**config.mk**
```make
export PLATFORM = sky130hd
export DESIGN_NAME = pipe_stage_reg
export DESIGN_NICKNAME = d
export VERILOG_FILES = /design/src/rtl/pipe_stage_reg.sv
export SDC_FILE = /design/constraint.sdc
export NUM_CORES = 1
export LEC_CHECK = 0
export CAP_MARGIN = 20
export CORE_MARGIN = 5
export CORE_UTILIZATION = 44
export CTS_CLUSTER_DIAMETER = 50
export CTS_CLUSTER_SIZE = 30
export DETAILED_ROUTE_END_ITERATION = 16
export PLACE_DENSITY = 0.86
export SLEW_MARGIN = 20
export SYNTH_ARGS = -nofsm -noshare
export SYNTH_HDL_FRONTEND = slang
export SYNTH_SLANG_ARGS = --single-unit
```
**constraint.sdc**
```tcl
create_clock -name clk -period 3.65 [get_ports clk]
set_clock_uncertainty 0.05 [all_clocks]
set_input_delay 0.5475 -clock clk [delete_from_list [all_inputs] [get_ports clk]]
set_output_delay 0.5475 -clock clk [all_outputs]
set_load 0.01 [all_outputs]
```
**src/rtl/pipe_stage_reg.sv**
```systemverilog
// Pipeline stage register with valid/ready handshake on both sides.
// Define PIPE_STAGE_REG_SKID_EN for a two-entry skid buffer with a registered in_ready.
module pipe_stage_reg #(
  parameter int CTRL_W = 2,
  parameter int DATA_W = 64,
  parameter int DEST_W = 5
) (
  input  logic              clk,
  input  logic              rst,
  input  logic              in_valid,
  output logic              in_ready,
  input  logic [CTRL_W-1:0] in_ctrl,
  input  logic [DATA_W-1:0] in_data,
  input  logic [DEST_W-1:0] in_dest,
  input  logic              flush,
  output logic              out_valid,
  input  logic              out_ready,
  output logic [CTRL_W-1:0] out_ctrl,
  output logic [DATA_W-1:0] out_data,
  output logic [DEST_W-1:0] out_dest,
  output logic [1:0]        occupancy
);

  logic              push;
  logic              pop;
  logic [CTRL_W-1:0] main_ctrl_q, main_ctrl_d;
  logic [DATA_W-1:0] main_data_q, main_data_d;
  logic [DEST_W-1:0] main_dest_q, main_dest_d;

`ifdef PIPE_STAGE_REG_SKID_EN

  typedef enum logic [1:0] {EMPTY = 2'd0, ONE = 2'd1, TWO = 2'd2} state_t;

  state_t            state_q, state_d;
  logic              in_ready_q, in_ready_d;
  logic [CTRL_W-1:0] skid_ctrl_q, skid_ctrl_d;
  logic [DATA_W-1:0] skid_data_q, skid_data_d;
  logic [DEST_W-1:0] skid_dest_q, skid_dest_d;

  assign push = in_valid && in_ready_q;
  assign pop  = (state_q != EMPTY) && out_ready;

  always_comb begin
    state_d     = state_q;
    main_ctrl_d = main_ctrl_q;
    main_data_d = main_data_q;
    main_dest_d = main_dest_q;
    skid_ctrl_d = skid_ctrl_q;
    skid_data_d = skid_data_q;
    skid_dest_d = skid_dest_q;
    // Flush leaves the payload registers untouched so a discarded entry never shows on out_data.
    if (flush) begin
      state_d = EMPTY;
    end else begin
      case (state_q)
        EMPTY: begin
          if (push) begin
            state_d     = ONE;
            main_ctrl_d = in_ctrl;
            main_data_d = in_data;
            main_dest_d = in_dest;
          end
        end
        ONE: begin
          if (push && pop) begin
            main_ctrl_d = in_ctrl;
            main_data_d = in_data;
            main_dest_d = in_dest;
          end else if (push) begin
            state_d     = TWO;
            skid_ctrl_d = in_ctrl;
            skid_data_d = in_data;
            skid_dest_d = in_dest;
          end else if (pop) begin
            state_d = EMPTY;
          end
        end
        TWO: begin
          if (pop) begin
            state_d     = ONE;
            main_ctrl_d = skid_ctrl_q;
            main_data_d = skid_data_q;
            main_dest_d = skid_dest_q;
          end
        end
        default: state_d = EMPTY;
      endcase
    end
    in_ready_d = (state_d != TWO);
  end

  always_ff @(posedge clk or posedge rst) begin
    if (rst) begin
      state_q     <= EMPTY;
      in_ready_q  <= 1'b1;
      main_ctrl_q <= '0;
      main_data_q <= '0;
      main_dest_q <= '0;
      skid_ctrl_q <= '0;
      skid_data_q <= '0;
      skid_dest_q <= '0;
    end else begin
      state_q     <= state_d;
      in_ready_q  <= in_ready_d;
      main_ctrl_q <= main_ctrl_d;
      main_data_q <= main_data_d;
      main_dest_q <= main_dest_d;
      skid_ctrl_q <= skid_ctrl_d;
      skid_data_q <= skid_data_d;
      skid_dest_q <= skid_dest_d;
    end
  end

  assign in_ready  = in_ready_q;
  assign out_valid = (state_q != EMPTY);
  assign occupancy = (state_q == TWO) ? 2'd2 : (state_q == ONE) ? 2'd1 : 2'd0;

`else

  logic main_valid_q, main_valid_d;

  assign in_ready = !main_valid_q || out_ready;
  assign push     = in_valid && in_ready;
  assign pop      = main_valid_q && out_ready;

  always_comb begin
    main_valid_d = main_valid_q;
    main_ctrl_d  = main_ctrl_q;
    main_data_d  = main_data_q;
    main_dest_d  = main_dest_q;
    if (flush) begin
      main_valid_d = 1'b0;
    end else if (push) begin
      main_valid_d = 1'b1;
      main_ctrl_d  = in_ctrl;
      main_data_d  = in_data;
      main_dest_d  = in_dest;
    end else if (pop) begin
      main_valid_d = 1'b0;
    end
  end

  always_ff @(posedge clk or posedge rst) begin
    if (rst) begin
      main_valid_q <= 1'b0;
      main_ctrl_q  <= '0;
      main_data_q  <= '0;
      main_dest_q  <= '0;
    end else begin
      main_valid_q <= main_valid_d;
      main_ctrl_q  <= main_ctrl_d;
      main_data_q  <= main_data_d;
      main_dest_q  <= main_dest_d;
    end
  end

  assign out_valid = main_valid_q;
  assign occupancy = {1'b0, main_valid_q};

`endif

  // A bubble must carry no write enables downstream.
  assign out_ctrl = out_valid ? main_ctrl_q : '0;
  assign out_data = main_data_q;
  assign out_dest = main_dest_q;

endmodule

```
# After elaboration in Yosys (flattened, before gate mapping)
# Index checks and enable logic that the tools add are counted.
[word_totals]
output_inout_bits = 75
word_cells = 15
ff_bits = 72
inputBits = 76
[op_classes]
bitwise = 1
n_mux = 4
reduce_logical = 6
[op_table]
columns = ["cell", "n"]
rows = [
  ["1-bit 2-to-1 mux", 3],
  ["3-bit nonzero test", 1],
  ["1-bit logical AND", 2],
  ["2-bit 2-to-1 mux", 1],
  ["2-bit AND reduction", 1],
  ["1-bit zero test", 1],
  ["1-bit logical OR", 1],
  ["1-bit inverter", 1],
]

# Logic depth before layout (Yosys ltp)
[depth]
word_depth = 5
ltp_mapped = 5
ltp_nobuf = 3

# Worst setup path after synthesis
# OpenSTA, ideal clock, no wires.
[synth_path]
path_type = "in2reg"
from = "in out_ready"
to = "reg main_ctrl_q[0]"
setup_time_ps = 125
arrival_ps = 1383
t_required_ps = 3475
cell_stages = 5
path_slack_ps = 2092
path_buffers = 2
cell_sequence = "nor2b_4 > nor3b_2 > buf_6 > buf_12 > mux2_4"
[synth_between]
elab_chain_len = 3
[synth_lines]
columns = ["item", "line", "text"]
rows = [
  ["start, declared", "17", "input logic out_ready,"],
  ["1-bit logical OR", "122", "assign in_ready = !main_valid_q || out_ready;"],
  ["1-bit logical AND", "123", "assign push = in_valid && in_ready;"],
  ["2-bit AND reduction (no source line)", "--", ""],
  ["end signal, assigned", "151", "main_ctrl_q <= main_ctrl_d;"],
  ["end, declared", "26", "logic [CTRL_W-1:0] main_ctrl_q, main_ctrl_d;"],
]
# No other way between the ends.
# A chain may end at the register's enable or synchronous reset.

# Worst setup path in the final report
[layout_path]
from = "in out_ready"
to = "out in_ready"
[layout_between]
elab_chain_len = 1
[layout_lines]
columns = ["item", "line", "text"]
rows = [
  ["1-bit logical OR", "122", ""],
  ["end, declared", "11", "output logic in_ready,"],
]
# No other way between the ends.

==> impl_metrics.ini <==
[place]
placer_s_final_routability_congestion_estimate = 0.662
detailed_place_hpwl_um = 5020
io_buffers = 149
post_placement_cell_area_sq_um = 4580

[route]
dr_wl_cell_um = 16.7
detail_route.vias_per_cell = 4.49
route.vias.total = 1862
final_antenna_net_count = 0
detail_route.iter0.violations = 44
drt-pass1-iter-count = 4
drt_drc_violations_left = 0
detail_route.wirelength_um = 6950

[clocking]
cts_tree = done
ctsLongestPathBuffers = 2
ctsResizeCount = 0
clk_pin_slew_ns = 0.06
clk_latency_ns = 0.32
numCtsBuffers = 9
cts-root-buf = clkbuf_8
cts.sinks = 72
post_cts.repair.setup_buffers = 0
ctsHtreeMaxLevel = 3
hold_buffers = 0

[sta]
final_max_slew_viol_count = 0
count_of_final_hold_check_violations = 0
finalWorstPathRequiredPeriod_ns = 2.31
rsz_0062_raised_after_global_routing = no
max_freq_ghz = 0.433
period_share_pct = 63.3
transition_time_at_the_pin_with_the_least_slew_margin_ns = 0.759
setup-violations-final = 0
max_slew_headroom_pct = 49.3
totalNegativeSetupSlack_ns = 0

[logic_synthesis]
synthesized_netlist_cell_count = 162
synth.cell_area_sq_um = 3090
synth.ff_latch_count = 72
synth_area_leaders = dfrtp_1 58%, mux2_4 34%, buf_12 4.5%, and2_2 0.49%, buf_4 0.49%
yosysTopAreaCell = dfrtp_1
synthesis.area_per_instance_sq_um = 19.1
synthDominantCellAreaShare_pct = 58.3
synth_cell_types = 12
synth-warning-count = 0
seq_area_frac_synth_pct = 58.3
postSynthNetCount = 238

[hold_path]
worstHoldPathType = reg -> reg

[status]
run_status = completed

[cells_and_area]
antenna_cells = 0
fillerInstances = 482
final_layout_size_suffix_gt1_share_pct = 29.2
areaGrowthSynthToFinish_pct = 55.2
num-nets-final = 391
postLayoutCellArea_sq_um = 4800

[floorplanning]
io_pins = 151
die_height_um = 93.8
rows = 30
die_width_um = 93.8
dieArea_sq_um = 8800
floorplan.initialDensity_pct = 45.2
core_region_area_sq_um = 6830

[worst_setup_path]
timing.critical_path.required_ns = 3.05
critical-path-slowest-cell = clkdlybuf4s50_1
crit_path_max_fanout = 3
critical_path_arrival_ns = 1.71
critical-path-max-stage-delay_ns = 0.54
setup.worst_path.start_class = input pin
endpoint_kind_of_the_worst_setup_timing_path = primary output
timing.critical_path.mode_cell = clkdlybuf4s50_1
setup.worst_path.class = in -> out
critical_path_cell_by_cell = clkdlybuf4s50_1 > nor2b_4 > inv_1 > clkdlybuf4s50_1

[power_and_ir_drop]
power.density_cell_area_nw_per_um2 = 501
ir_worst_vdd_v = 0.000322
p_leak_uw = 0.00211

[grt]
vias_in_the_first_global_route = 2115
grt_antenna_before_repair = 0
global_router_s_overall_resource_usage_pct = 15.5
grt_max_degree = 72
grt_remaining_overflow = 0
wire_length_of_the_first_global_routing_pass_um = 10600

[run]
timing.max_cap.violations = 0
cell usage in the layout (no fill, tap or decap):
cell type        instances
and2_2                   2
buf_12                   1
clkbuf_1                 1
dfrtp_1                 72
buf_4                    2
mux2_2                   1
conb_1                   1
clkdlybuf4s50_1        149
inv_2                    1
nor3b_4                  1
clkinv_2                 1
mux2_4                  70
nor2_1                   2
bufinv_16                2
nor2b_4                  1
clkbuf_8                11
inv_1                    1
routing by layer:
layer	track usage, %	share of wire (%)	vias to the layer above
met5	0	0	-
met4	4.69	1.1	0
met3	5.53	8.0	8
met2	26.0	50	83
met1	18.8	41	915
li1	-	-	856
sequential cells by signal (all words and copies together), names as in the netlist:
register	count
out_data	64
main_ctrl_q	2
out_valid	1
out_dest	5
worst paths after layout:
kind	startpoint	endpoint	slack, ns	cells past startpoint
worst max-delay path	out_ready	in_ready	1.34	4
worst min-delay path	out_data[16]	out_data[16]	0.46	1
worst max register to register	out_valid	out_data[16]	1.80	4
worst min register to register	out_data[16]	out_data[16]	0.46	1
max in group asynchronous	rst	out_data[53]	2.02	3
min in group asynchronous	rst	out_dest[2]	0.63	2
kinds of logic after synthesis:
logic type | Yosys count | share of synthesized area (%)
buffers and inverters | 12 | 5.63
DFF | 72 | 58.3
muxes | 71 | 34.4
other | 1 | 0.121
and+or+nand+nor | 6 | 1.58
Yosys cell counts:
| master | number |
|---|---|
| and2_2 | 2 |
| buf_12 | 7 |
| buf_4 | 2 |
| buf_6 | 1 |
| conb_1 | 1 |
| dfrtp_1 | 72 |
| inv_1 | 2 |
| mux2_2 | 1 |
| mux2_4 | 70 |
| nor2_1 | 2 |
| nor2b_4 | 1 |
| nor3b_2 | 1 |
area by class of cell:
type | instances | area (sq um) | area share (%)
clock inverter | 3 | 65.1 | 1.36
multi-input combinational | 78 | 1120 | 23.4
tap | 96 | 120 | 2.50
inverter | 2 | 7.51 | 0.156
sequential | 72 | 1800 | 37.6
timing repair buffer | 152 | 1530 | 31.8
clock buffer | 12 | 155 | 3.23
per-stage QoR:
| stage | hold WS [ns] | setup slack (ns) | std cells | power, uW | utilization (%) |
|---|---|---|---|---|---|
| finish | 0.459 | 1.34 | 415 | 2400 | 70.2 |
| global route | 0.471 | 1.30 | 415 | 2510 | 70.2 |
| CTS | 0.461 | 1.33 | 415 | 2430 | 70.2 |
| detailed placement | 0.441 | 1.26 | 400 | 1730 | 67.0 |
| global placement | 0.440 | 1.29 | 400 | 1720 | 67.0 |
| floorplan | 0.423 | 1.23 | 162 | 1340 | - |
critical path: cells and delay by family:
| family | cells | cell delay (ns) |
|---|---|---|
| buffers and inverters | 3 | 1.10 |
| AND/OR/NAND/NOR | 1 | 0.06 |
power by group:
part	internal (uW)	switching, uW	leakage [uW]	total (uW)
clock	418	273	0.000112	691
combinational	484	216	0.00115	701
sequential	933	79.2	0.000848	1010
total	1840	568	0.00211	2400
Power figures use the tool's default switching activity.
